**src/rtl/hazard_pkg.sv**
```systemverilog
// Shared types and constants for the pipeline hazard controller.
package hazard_pkg;

    typedef enum logic {
        RUN    = 1'b0,
        BFLUSH = 1'b1
    } state_t;

    localparam logic [4:0] REG_ZERO = 5'd0;
    localparam int unsigned CNT_W   = 3;

endpackage

```
**src/rtl/hazard_if.sv**
```systemverilog
// Decode/execute/memory hazard signals between the pipeline and hazard_ctrl.
// HAZARD_PERF_CNT_EN adds the stall/flush performance counters.
interface hazard_if;

    logic [4:0]  D_rs;
    logic [4:0]  D_rt;
    logic        D_Branch;
    logic        X_MemRead;
    logic        X_RegWrite;
    logic [4:0]  X_writeReg;
    logic        M_MemRead;
    logic [4:0]  M_writeReg;
    logic        branchTaken;
    logic        pcWrite;
    logic        IFIDwrite;
    logic        hazardIFIDflush;
    logic        hazardIDEXflush;
`ifdef HAZARD_PERF_CNT_EN
    logic [15:0] stallCount;
    logic [15:0] flushCount;

    modport master (
        output D_rs, D_rt, D_Branch, X_MemRead, X_RegWrite, X_writeReg,
               M_MemRead, M_writeReg, branchTaken,
        input  pcWrite, IFIDwrite, hazardIFIDflush, hazardIDEXflush,
               stallCount, flushCount
    );
    modport slave (
        input  D_rs, D_rt, D_Branch, X_MemRead, X_RegWrite, X_writeReg,
               M_MemRead, M_writeReg, branchTaken,
        output pcWrite, IFIDwrite, hazardIFIDflush, hazardIDEXflush,
               stallCount, flushCount
    );
`else
    modport master (
        output D_rs, D_rt, D_Branch, X_MemRead, X_RegWrite, X_writeReg,
               M_MemRead, M_writeReg, branchTaken,
        input  pcWrite, IFIDwrite, hazardIFIDflush, hazardIDEXflush
    );
    modport slave (
        input  D_rs, D_rt, D_Branch, X_MemRead, X_RegWrite, X_writeReg,
               M_MemRead, M_writeReg, branchTaken,
        output pcWrite, IFIDwrite, hazardIFIDflush, hazardIDEXflush
    );
`endif

endinterface

```
**src/rtl/hazard_match.sv**
```systemverilog
// True when a non-zero destination register feeds either ID source; purely combinational.
module hazard_match
    import hazard_pkg::*;
(
    input  logic [4:0] r_i,
    input  logic [4:0] rs_i,
    input  logic [4:0] rt_i,
    output logic       match_o
);

    assign match_o = (r_i != REG_ZERO) && ((r_i == rs_i) || (r_i == rt_i));

endmodule

```
**src/rtl/hazard_ctrl.sv**
```systemverilog
// Load-use/branch-dependency stall and taken-branch flush control; zero-cycle outputs, state on negedge clk.
// No backpressure; HAZARD_PERF_CNT_EN adds saturating stallCount/flushCount.
module hazard_ctrl
    import hazard_pkg::*;
#(
    parameter int unsigned BRANCH_FLUSH_CYCLES = 1
) (
    input  logic clk,
    input  logic rst,
    hazard_if.slave hz
);

    localparam logic [CNT_W-1:0] RELOAD = CNT_W'(BRANCH_FLUSH_CYCLES - 1);

    state_t           state_q, state_d;
    logic [CNT_W-1:0] cnt_q, cnt_d;
    logic             x_match, m_match;
    logic             load_use, br_dep;
    logic             pc_wr, ifid_wr, ifid_flush, idex_flush;

    hazard_match u_x_match (
        .r_i     (hz.X_writeReg),
        .rs_i    (hz.D_rs),
        .rt_i    (hz.D_rt),
        .match_o (x_match)
    );

    hazard_match u_m_match (
        .r_i     (hz.M_writeReg),
        .rs_i    (hz.D_rs),
        .rt_i    (hz.D_rt),
        .match_o (m_match)
    );

    assign load_use = hz.X_MemRead && x_match;
    assign br_dep   = hz.D_Branch && ((hz.X_RegWrite && x_match) || (hz.M_MemRead && m_match));

    always_comb begin
        state_d    = state_q;
        cnt_d      = cnt_q;
        pc_wr      = 1'b1;
        ifid_wr    = 1'b1;
        ifid_flush = 1'b0;
        idex_flush = 1'b0;
        if (!rst) begin
            // Hold the pipeline frozen and bubbled while in reset.
            pc_wr      = 1'b0;
            ifid_wr    = 1'b0;
            ifid_flush = 1'b1;
            idex_flush = 1'b1;
            state_d    = RUN;
            cnt_d      = '0;
        end else if (hz.branchTaken) begin
            ifid_flush = 1'b1;
            idex_flush = 1'b1;
            if (BRANCH_FLUSH_CYCLES > 1) begin
                state_d = BFLUSH;
                cnt_d   = RELOAD;
            end else begin
                state_d = RUN;
                cnt_d   = '0;
            end
        end else if (state_q == BFLUSH) begin
            ifid_flush = 1'b1;
            idex_flush = 1'b1;
            cnt_d      = cnt_q - 1'b1;
            if (cnt_q == CNT_W'(1)) begin
                state_d = RUN;
            end
        end else if (load_use || br_dep) begin
            pc_wr      = 1'b0;
            ifid_wr    = 1'b0;
            idex_flush = 1'b1;
        end
    end

    always_ff @(negedge clk or negedge rst) begin
        if (!rst) begin
            state_q <= RUN;
            cnt_q   <= '0;
        end else begin
            state_q <= state_d;
            cnt_q   <= cnt_d;
        end
    end

    assign hz.pcWrite         = pc_wr;
    assign hz.IFIDwrite       = ifid_wr;
    assign hz.hazardIFIDflush = ifid_flush;
    assign hz.hazardIDEXflush = idex_flush;

`ifdef HAZARD_PERF_CNT_EN
    logic        stall;
    logic [15:0] stall_cnt_q, flush_cnt_q;

    assign stall = !hz.branchTaken && (state_q == RUN) && (load_use || br_dep);

    always_ff @(negedge clk or negedge rst) begin
        if (!rst) begin
            stall_cnt_q <= '0;
            flush_cnt_q <= '0;
        end else begin
            if (stall && (stall_cnt_q != 16'hFFFF)) begin
                stall_cnt_q <= stall_cnt_q + 16'd1;
            end
            if (ifid_flush && (flush_cnt_q != 16'hFFFF)) begin
                flush_cnt_q <= flush_cnt_q + 16'd1;
            end
        end
    end

    assign hz.stallCount = stall_cnt_q;
    assign hz.flushCount = flush_cnt_q;
`endif

endmodule

```
**src/flat_wrapper.sv**
```systemverilog
// flat-port wrapper written by rule: the top's interface ports become plain ports
module hazard_ctrl_flat import hazard_pkg::*;
#(
    parameter int unsigned BRANCH_FLUSH_CYCLES = 1
)
  (clk, rst, hz_D_rs, hz_D_rt, hz_D_Branch, hz_X_MemRead, hz_X_RegWrite, hz_X_writeReg, hz_M_MemRead, hz_M_writeReg, hz_branchTaken, hz_pcWrite, hz_IFIDwrite, hz_hazardIFIDflush, hz_hazardIDEXflush);
  hazard_if hz_i ();
  input  logic clk;
  input  logic rst;
  input wire logic [$bits(hz_i.D_rs)-1:0] hz_D_rs;
  input wire logic [$bits(hz_i.D_rt)-1:0] hz_D_rt;
  input wire logic [$bits(hz_i.D_Branch)-1:0] hz_D_Branch;
  input wire logic [$bits(hz_i.X_MemRead)-1:0] hz_X_MemRead;
  input wire logic [$bits(hz_i.X_RegWrite)-1:0] hz_X_RegWrite;
  input wire logic [$bits(hz_i.X_writeReg)-1:0] hz_X_writeReg;
  input wire logic [$bits(hz_i.M_MemRead)-1:0] hz_M_MemRead;
  input wire logic [$bits(hz_i.M_writeReg)-1:0] hz_M_writeReg;
  input wire logic [$bits(hz_i.branchTaken)-1:0] hz_branchTaken;
  output wire logic [$bits(hz_i.pcWrite)-1:0] hz_pcWrite;
  output wire logic [$bits(hz_i.IFIDwrite)-1:0] hz_IFIDwrite;
  output wire logic [$bits(hz_i.hazardIFIDflush)-1:0] hz_hazardIFIDflush;
  output wire logic [$bits(hz_i.hazardIDEXflush)-1:0] hz_hazardIDEXflush;
  assign hz_i.D_rs = hz_D_rs;
  assign hz_i.D_rt = hz_D_rt;
  assign hz_i.D_Branch = hz_D_Branch;
  assign hz_i.X_MemRead = hz_X_MemRead;
  assign hz_i.X_RegWrite = hz_X_RegWrite;
  assign hz_i.X_writeReg = hz_X_writeReg;
  assign hz_i.M_MemRead = hz_M_MemRead;
  assign hz_i.M_writeReg = hz_M_writeReg;
  assign hz_i.branchTaken = hz_branchTaken;
  assign hz_pcWrite = hz_i.pcWrite;
  assign hz_IFIDwrite = hz_i.IFIDwrite;
  assign hz_hazardIFIDflush = hz_i.hazardIFIDflush;
  assign hz_hazardIDEXflush = hz_i.hazardIDEXflush;
  hazard_ctrl #(.BRANCH_FLUSH_CYCLES(BRANCH_FLUSH_CYCLES)) u_core (.clk(clk), .rst(rst), .hz(hz_i));
endmodule
```
**config.mk**
```make
export PLATFORM = sky130hd
export DESIGN_NAME = hazard_ctrl_flat
export DESIGN_NICKNAME = d
export VERILOG_FILES = /design/src/rtl/hazard_pkg.sv /design/src/rtl/hazard_if.sv /design/src/rtl/hazard_match.sv /design/src/rtl/hazard_ctrl.sv /design/src/flat_wrapper.sv
export SDC_FILE = /design/constraint.sdc
export NUM_CORES = 1
export LEC_CHECK = 0
export CAP_MARGIN = 20
export CELL_PAD_IN_SITES_DETAIL_PLACEMENT = 1
export CELL_PAD_IN_SITES_GLOBAL_PLACEMENT = 1
export CORE_MARGIN = 2
export CORE_UTILIZATION = 24
export DETAILED_ROUTE_END_ITERATION = 7
export GPL_TIMING_DRIVEN = 0
export PLACE_DENSITY_LB_ADDON = 0.1
export SLEW_MARGIN = 20
export SYNTH_ARGS = -nofsm -noshare
export SYNTH_HDL_FRONTEND = slang
export SYNTH_SLANG_ARGS = --single-unit
```
**constraint.sdc**
```tcl
create_clock -name clk -period 1.55 [get_ports clk]
set_clock_uncertainty 0.15 [all_clocks]
set_input_delay 0.155 -clock clk [delete_from_list [all_inputs] [get_ports clk]]
set_output_delay 0.155 -clock clk [all_outputs]
set_load 0.05 [all_outputs]
```
# [Word level (Yosys, flattened, before mapping)]
# Index checks and enable logic that the tools add are counted.
[totals] ff_bits=4 inputBits=27 word_cells=39
[classes] addsub=1 eq_ne=6 n_mux=18 n_reduce_logical=12
[op_table] cell="$eq 5x5->1" n=4
[op_table] cell="$mux 1" n=15
[op_table] cell="$reduce_bool 5->1" n=2
[op_table] cell="$mux 3" n=3
[op_table] cell="$logic_and 1x1->1" n=6
[op_table] cell="$logic_or 1x1->1" n=4
[op_table] cell="$eq 3x1->1 const B" n=1
[op_table] cell="$ne 3x1->1 const B" n=1
[op_table] cell="$sub 3x1->3 const B" n=1

# [Longest topological paths before layout]
# Gate-level depths: netlist of run 1.
[depth] ltp_word=11 mapped_depth=6 depth_no_buf=5

# [By module]
# A second synthesis of run 1 with hierarchy kept.
[hier_totals] hier_cells=62 area_unflattened_um2=521.8
[modules_own_cells] module="hazard_ctrl" n_inst=1 cells_each=28 area_each_um2=274.0 seq_area_each_um2=100.1
[modules_own_cells] module="hazard_match" n_inst=2 cells_each=17 area_each_um2=123.9 seq_area_each_um2=0.0

==> flow_metrics.py, run 1 <==
metrics = {
    "finish": {
        "final_layout_size_suffix_gt1_frac": 0.179,
        "flow.area_growth_from_synthesis_pct": 84.4,
        "final_net_count": 126,
        "design_area_um2": 905,
        "num_antenna_cells": 0,
        "layout_commonest_cell": "sky130_fd_sc_hd__clkdlybuf4s50_1",
        "mostFrequentLayoutCells": "sky130_fd_sc_hd__clkdlybuf4s50_1, sky130_fd_sc_hd__xnor2_1, sky130_fd_sc_hd__nand2_1, sky130_fd_sc_hd__nor2_1",
        "post_layout_nonfiller_instances": 122,
        "final_util": 0.466,
    },
    "routing": {
        "vias_per_cell": 4.48,
        "post-route-drc-count": 0,
        "routed_wire_length_per_instance_um": 12.6,
        "antenna_violating_nets_post_route": 0,
        "drtIter0Drc": 4,
        "firstDrtPassIters": 3,
        "totalWireLength_um": 1540,
        "via_count": 546,
    },
    "worst_setup_path": {
        "critPathArrivalTime_ns": 1.93,
        "crit_family": "flip-flops",
        "timing.critical_path.to_type": "output port",
        "critical_path.max_stage_delay_ns": 0.36,
        "crit_path_cell_trace": "o31a_4 -> buf_6 -> buf_8",
        "worstReg2RegStart": "u_core.cnt_q[0]",
        "setup.worst_path.start": "u_core.state_q",
        "worstSetupPathType": "reg -> out",
        "crit_path_top_delay_cell": "sky130_fd_sc_hd__dfrtn_1",
        "critical_path.n_buffers_inverters": 2,
        "wp_data_required_ns": 1.24,
        "crit_path_max_fanout": 3,
        "start_kind": "flip-flop",
    },
    "floorplan": {
        "dieArea_um2": 2420,
        "chipWidth_um": 49.2,
        "num_io_pins": 31,
        "row_count": 16,
        "initial_utilization": 0.253,
        "die_h_um": 49.2,
        "fp.coreArea_um2": 1940,
    },
    "global_routing": {
        "total_congestion_overflow_after_global_routing": 0,
        "vias_in_the_first_global_route": 608,
        "grtUsageTotal": 0.139,
        "grt_antenna_before_repair": 0,
        "maximum_number_of_pins_on_one_net_before_global_route_repair": 7,
        "grt_first_pass_wirelength_um": 2650,
    },
    "synth": {
        "syn_area_um2": 490,
        "number_of_nets_produced_by_synthesis": 89,
        "yosysWarnings": 0,
        "syn-instance-count": 60,
        "synthDistinctLibCells": 20,
        "synth.yosys.seq_area_share": 0.204,
        "post_synth.cell_area_avg_um2": 8.17,
        "synth_seq_cells": 4,
    },
    "sta": {
        "timing.hold.ws_ns": 0.244,
        "worst_pin_slew_ns": 0.215,
        "unrepaired_setup_endpoints_after_global_routing": "true",
        "hold_violations": 0,
        "maxSlewHeadroom": 0.856,
        "final-setup-viol-count": 4,
        "setup_ws_ns": -0.686,
        "report.final.slew_viol_count": 0,
    },
    "job": {
        "max_cap_viol_count": 0,
    },
    "power_and_ir_drop": {
        "power.density_cell_area_nw_per_um2": 506,
        "p_leak_nw": 0.361,
        "peakVddDrop_uv": 359,
    },
    "status": {
        "run_status": "complete, but fails checks",
        "failed_checks": "setup timing",
    },
    "place": {
        "placedCellCount": 117,
        "gp_routability_congestion": 0.758,
        "port_buffers": 30,
        "place.detailed.hpwl_um": 1300,
        "placed_area_um2": 847,
    },
    "clock_tree": {
        "cts_hold_buf": 0,
        "clock-sinks": 4,
        "cts.reportedPaths.clkPinSlew_ns": 0.03,
        "cts_buffers": 3,
        "clk-insertion-delay-late_ns": 0.25,
        "cts_buffer_depth": 2,
        "cts_tree": "built",
        "cts.root.buffer_cell": "sky130_fd_sc_hd__clkbuf_4",
        "htree_num_levels": 1,
    },
    "min_path": {
        "worst_hold_path_type": "in -> async",
    },
}
## per-stage QoR
| step | power (W) | TNS [ns] | setup WS (ns) |
|---|---|---|---|
| 3_3_place_gp | 0.000321 | -7.11 | -1.38 |
| 4_1_cts | 0.000464 | -2.73 | -0.751 |
| 5_1_grt | 0.000485 | -2.64 | -0.718 |
| 2_1_floorplan | 0.000211 | -1.69 | -0.551 |
| 6_report | 0.000458 | -2.52 | -0.686 |
| 3_5_place_dp | 0.000322 | -7.11 | -1.40 |
## path summary, 6_finish.rpt
kind                       slack (ns)               to  cells after the start
hold reg to reg                  0.35  u_core.cnt_q[2]                      2
setup reg to reg                 0.27  u_core.cnt_q[2]                      5
setup / recovery                -0.69       hz_pcWrite                      3
max in group asynchronous        0.81  u_core.cnt_q[2]                      1
hold / removal                   0.24   u_core.state_q                      1
min in group clk                 0.35  u_core.cnt_q[2]                      2
## cell type report
cell class                      count  area, µm²
Inverter                            3       11.3
Tap cell                           27       33.8
Multi-Input combinational cell     52        403
Timing Repair Buffer               32        323
Clock buffer                        3       22.5
Fill cell                         239       1040
Sequential cell                     4        100
Buffer                              1       11.3
## cell usage after synthesis (all sizes together)
cell	n	area [µm²]
a211oi	1	7.51
ha	2	25.0
nor2	5	18.8
nor3	1	5.00
or3	1	6.26
dfrtn	4	100
o22ai	2	12.5
a21oi	2	10.0
o31a	1	8.76
o21ai	1	5.00
a22oi	1	12.5
o311a	1	10.0
xor2	1	8.76
inv	3	11.3
nand2	5	18.8
buf	1	7.51
nand2b	2	12.5
nand3	4	20.0
xnor2	21	184
or2	1	6.26
## kinds of logic (layout without fill, tap and decap cells)
family | after synthesis | in the layout | share of synthesized area
xor+xnor | 22 | 22 | 0.393
flops | 4 | 4 | 0.204
fa+ha+maj | 2 | 2 | 0.0510
simple gates | 19 | 19 | 0.179
compound gates | 9 | 9 | 0.135
buf+inv | 4 | 39 | 0.0383
## sequential cells by signal, indices dropped and copies added (netlist names)
name,cells
u_core.cnt_q,3
u_core.state_q,1
## layer usage
layer / up-vias / part of all wire / track usage / wire length, µm
met3: 2 / 0.075 / 0.0245 / 115
met4: 0 / 0.012 / 0.0571 / 18
met1: 255 / 0.39 / 0.170 / 609
met5: - / 0 / 0 / 0
met2: 20 / 0.52 / 0.239 / 798
li1: 269 / - / - / -
## repair_timing
item | 4_1_cts | 5_1_grt
pin swaps | 3 | 3
buffers inserted | 1 | 1
setup endpoints to repair | 8 | 8
gates resized for setup | 32 | 5
## report_power, final
part,switching [W],internal [W],total [W]
Clock,0.0000457,0.0000868,0.000133
Combinational,0.0000939,0.000126,0.000220
Sequential,0,0.000106,0.000106
Power figures use the tool's default switching activity.
==> inputs of run 2 (changes only) <==
ABC_AREA = 0   (was default)
==> results of run 2 <==
The final DEF is identical to that of run 1; final timing and power are the same.
==> variant 1, RTL diff (settings of run 2) <==
Change the package constant `REG_ZERO` from 5'd0 to 5'd1.
--- a/src/rtl/hazard_pkg.sv
+++ b/src/rtl/hazard_pkg.sv
@@ -8,3 +8,3 @@
 
-    localparam logic [4:0] REG_ZERO = 5'd0;
+    localparam logic [4:0] REG_ZERO = 5'd1;
     localparam int unsigned CNT_W   = 3;
Check against the original RTL: not equivalent (a bounded check fails within 4 cycles, from zero or initial values and one cycle with rst low).
==> variant 1 against run 2 <==
The flow still finishes with violations (negative setup slack). Area after synthesis grew 1.0%. Global-route usage grew 0.95 points. Design area grew 0.14%. Wire length shrank 2.9%. Sequential cell count is the same. Setup slack lost 0.052 ns. Core utilization shrank 0.41 points. Power shrank 0.75%. Critical endpoint unchanged. Largest power group unchanged. Highest routed layer unchanged.
==> variant 1: results (changes against run 2) <==
Run status
  • Status: finished, violations left (unchanged)
  • Failing checks: negative setup slack (unchanged)

STA
  • Worst Slack Setup Final: -0.739 ns (was -0.686 ns)
  • Final Setup Violations: 4 (unchanged)
  • Setup Total Neg Slack: -2.63 ns (was -2.52 ns)
  • Worst relative slew slack: 87.1% (was 85.6%)

Critical path
  • Cell with the largest stage delay on the worst path: dfrtn_1 (unchanged)
  • CP Data Arrival Time: 1.98 ns (was 1.93 ns)
  • CP max stage delay: 0.36 ns (about the same)
  • CP top delay family: flip-flops (unchanged)

Route
  • Initial DRC count: 8 (was 4)
  • Detail Route met3 WL: 116 microns (was 115 microns)
  • DRT Pass-1 Iters: 3 (unchanged)
  • Total wire length: 1500 microns (was 1540 microns)
  • Met2 WL: 797 microns (was 798 microns)
  • Metal1 wirelength: 577 microns (was 609 microns)
  • Top routing layer in use: met4 (unchanged)
  • DR vias/cell: 4.48 (unchanged)

Yosys
  • Ranking of synthesized cells by area: xnor2_1 37%, dfrtn_1 20%, ha_1 5.1% (was xnor2_1 38%, dfrtn_1 20%, ha_1 5.1%)
  • Top_reg_cell synth: dfrtn_1 (unchanged)
  • Count of different cell masters after synthesis: 20 (unchanged)
  • Synthesized Nets: 89 (unchanged)
  • Seq/Total Area, Yosys: 20.2% (was 20.4%)

Layout
  • Share of cells above drive strength 1: 16.8% (was 17.9%)
  • Antenna Cells: 0 (unchanged)
  • Fin nets: 126 (unchanged)

Global routing
  • Global-route wire length before repair: 2790 microns (was 2650 microns)
  • Vias in the first global route: 650 (was 608)
  • Initial antenna violation count: 0 (unchanged)
  • GRT Total Usage: 14.9% (was 13.9%)

Power and ir drop
  • Net Sw Frac: 30.3% (was 30.5%)
  • Peak supply drop: 0.396 mV (was 0.359 mV)
  • Static leakage: 0.360 nW (was 0.361 nW)

Clock tree
  • Root buf cell: clkbuf_4 (unchanged)

Placement
  • Gp weighted congestion: 0.775 (was 0.758)
  • I/O Buffers: 30 (unchanged)
  • Placed inst area: 852 sq um (was 847 sq um)
  • Post-detail-place hpwl: 1270 microns (was 1300 microns)
## variant 1: cell count changes after synthesis
| cell | delta |
|---|---|
| nor3_1 | -1 |
| nor3b_1 | +1 |
| or3_1 | -1 |
| or3b_1 | +1 |
## variant 1: metrics by stage
stage	setup WS [ns]	util (%)	total power, mW
2_1_floorplan	-0.551	-	0.211
3_3_place_gp	-1.43	43.4	0.322
3_5_place_dp	-1.42	43.4	0.322
4_1_cts	-0.757	45.8	0.467
5_1_grt	-0.763	46.2	0.485
6_report	-0.739	46.2	0.455
## variant 1: logic make-up (layout without fill, tap and decap cells)
family	after synthesis	after routing	synth area share [%]
fa+ha+maj	2	2	5.05
compound gates	9	9	13.4
simple gates	19	19	18.7
buf+inv	4	39	3.79
xor+xnor	22	22	38.9
flops	4	4	20.2
## variant 1: cell type report
class	instances	area [sq um]
flip-flops and latches	4	100
well taps	27	33.8
repair buffers	32	324
inverters	3	11.3
plain buffers	1	11.3
fillers	244	1060
multi-input cells	52	403
clock buffers	3	22.5
## variant 1: worst paths after layout
kind,from,end,slack [ns]
max in group asynchronous,rst,u_core.cnt_q[1],0.70
worst max register to register,u_core.cnt_q[0],u_core.cnt_q[2],0.25
min in group clk,u_core.cnt_q[0],u_core.cnt_q[0],0.36
worst min register to register,u_core.cnt_q[0],u_core.cnt_q[0],0.36
worst max-delay path,u_core.state_q,hz_pcWrite,-0.74
worst min-delay path,rst,u_core.state_q,0.34
## variant 1: power groups by stage
stage	Sequential [mW]	Combinational, mW	Clock, mW
2_1_floorplan	0.107	0.105	0
3_3_place_gp	0.107	0.216	0
3_5_place_dp	0.107	0.215	0
4_1_cts	0.106	0.222	0.140
5_1_grt	0.105	0.238	0.141
6_report	0.106	0.218	0.131
## variant 1: layer usage
metal  global-route usage (%)  vias up
met1                     16.0      253
met5                        0        -
met4                     6.94        0
met2                     27.3       21
li1                         -      270
met3                     3.37        2
## variant 1: timing repair
action | CTS | global route
pin swaps | 2 | 1
resized for setup | 32 | 3
buffers inserted | 2 | 0
setup endpoints to repair | 8 | 4
==> variant 2, RTL diff (settings of run 2) <==
Made on the original files. Change the package constant `CNT_W` from 3 to 6.
--- a/src/rtl/hazard_pkg.sv
+++ b/src/rtl/hazard_pkg.sv
@@ -9,3 +9,3 @@
     localparam logic [4:0] REG_ZERO = 5'd0;
-    localparam int unsigned CNT_W   = 3;
+    localparam int unsigned CNT_W   = 6;
 
Check against the original RTL: same outputs for any inputs over 10 cycles, from zero or initial values and one cycle with rst low; that may be too few to reach the edited logic, so the function may still have changed.
==> variant 2 against run 2 <==
The run still ends with negative setup slack left. Wire length rose by 35%. Power increased by 30%. Design area is 27% higher. Setup slack got worse by 0.099 ns. Combinational power grew 6%. Sequential cell count up 3. Worst hold slack better by 0.0076 ns. Area after synthesis is 31% higher. Via count grew 21%. Count of clock-buffer cells in the layout increased by 1.
==> variant 2: results (changes against run 2) <==
Yosys
  • Synthesized Nets: 103 (was 89)
  • Count of different cell masters after synthesis: 22 (was 20)
  • Ranking of synthesized cells by area: xnor2_1 31%, dfrtn_1 27%, nor2_1 4.7% (was xnor2_1 38%, dfrtn_1 20%, ha_1 5.1%)
  • Commonest cells post-synth: 23 x xnor2_1, 8 x nor2_1, 7 x dfrtn_1 (was 21 x xnor2_1, 5 x nand2_1, 5 x nor2_1)
  • Seq/Total Area, Yosys: 27.3% (was 20.4%)

Critical path
  • Reg2reg start: u_core.state_q (was u_core.cnt_q[0])
  • CP Data Arrival Time: 2.03 ns (was 1.93 ns)
  • R2R cell count: 6 (was 5)
  • CP Max Fanout: 3 (unchanged)
  • Setup slack, reg-to-reg: 0.03 ns (was 0.27 ns)
  • R2r endpoint: u_core.cnt_q[3] (was u_core.cnt_q[2])

Route
  • Total wire length: 2080 microns (was 1540 microns)
  • Initial DRC count: 4 (unchanged)
  • DRT Pass-1 Iters: 3 (unchanged)
  • Via count: 662 (was 546)

Clock tree
  • Clock Path Buffers: 2 (unchanged)
  • Clock transition at the registers of the reported paths: 0.04 ns
  • Root buf cell: clkbuf_4 (unchanged)
  • Clk Latency, worst-skew pair: 0.27 ns (was 0.25 ns)
  • CTS buffer count: 3 (unchanged)
  • H-tree depth: 1 (unchanged)

Global routing
  • GRT Total Usage: 14.1% (was 13.9%)
  • Vias in the first global route: 750 (was 608)
  • Global-route wire length before repair: 3550 microns (was 2650 microns)
  • Largest net degree at the start of global routing: 10 (was 7)
  • Initial antenna violation count: 0 (unchanged)

STA
  • Worst relative slew slack: 72.2% (was 85.6%)
  • Final Setup Violations: 4 (unchanged)
  • Final hold viol count: 0 (unchanged)
  • Setup Total Neg Slack: -2.78 ns (was -2.52 ns)
  • Worst Slack Setup Final: -0.785 ns (was -0.686 ns)

Placement
  • Gp weighted congestion: 0.710 (was 0.758)
  • Post-detail-place hpwl: 1570 microns (was 1300 microns)
  • Worst slack, placed: -1.41 ns (was -1.40 ns)
  • Placed inst area: 0.00101 sq mm (was 847 sq um)
  • I/O Buffers: 30 (unchanged)

Run status
  • Status: finished, violations left (unchanged)
  • Failing checks: negative setup slack (unchanged)

Layout
  • Largest registers: u_core.cnt_q: 6 flops, u_core.state_q: 1 flops (was u_core.cnt_q: 3 flops, u_core.state_q: 1 flops)
  • Filler cells: 296 (was 239)
  • Antenna Cells: 0 (unchanged)
  • Share of cells above drive strength 1: 25.2% (was 17.9%)
  • Fin nets: 145 (was 126)

Power and ir drop
  • Peak supply drop: 0.414 mV (was 0.359 mV)
  • Static leakage: 0.441 nW (was 0.361 nW)
## variant 2: cell families after synthesis
family                     synth area share, %
and+or+nand+nor                           18.7
xor gates and xnor gates                  34.1
adders and majority gates                 3.90
buffers and inverters                     3.51
AOI/OAI and AO/OA                         12.5
DFF                                       27.3
## variant 2: metal layers
layer | GRT usage [%] | up-vias | wire [microns]
li1 | - | 329 | -
met1 | 17.0 | 313 | 861
met2 | 25.5 | 15 | 1100
met3 | 4.42 | 5 | 98
met4 | 1.05 | 0 | 16
met5 | 0 | - | 0
## variant 2: worst max path at each step
stage                startpoint         end  slack [ns]  cells after the start
2_1_floorplan    u_core.state_q  hz_pcWrite       -0.55                      2
3_3_place_gp   hz_M_writeReg[1]  hz_pcWrite       -1.41                      7
3_5_place_dp   hz_M_writeReg[1]  hz_pcWrite       -1.41                      7
4_1_cts          u_core.state_q  hz_pcWrite       -0.79                      3
5_1_grt          u_core.state_q  hz_pcWrite       -0.82                      3
6_report         u_core.state_q  hz_pcWrite       -0.79                      3
## variant 2: what timing repair did
action | 4_1_cts | 5_1_grt
resized for setup | 42 | 3
pin swaps | 1 | 5
buffers inserted | 2 | 6
endpoints found under the setup margin | 11 | 7
endpoints found under the hold margin | 0 | 0
## variant 2: layout make-up
class | count | area share (%)
tap | 30 | 3.27
timing repair buffer | 37 | 31.3
inverter | 3 | 0.981
clock buffer | 4 | 2.29
buffer | 2 | 2.18
multi-input combinational | 62 | 44.7
sequential | 7 | 15.3
## variant 2: through the flow
stage | hold slack, ns | util (%) | std cells
after global routing | 0.258 | 45.9 | 145
after detailed placement | 0.353 | 40.3 | 134
after global placement | 0.342 | 40.3 | 134
after floorplan | 0.313 | - | 74
final | 0.252 | 45.9 | 145
after CTS | 0.261 | 43.7 | 140
## variant 2: power breakdown
group | internal, mW | switching, mW | total, mW
combinational | 0.131 | 0.103 | 0.234
clock | 0.0990 | 0.0784 | 0.177
sequential | 0.184 | 0 | 0.184
## variant 2: worst max-delay path, cell delays in order (launching register included)
cell and delay (ns):
dfrtn_1 0.38, o31a_4 0.35, buf_6 0.11, buf_6 0.14
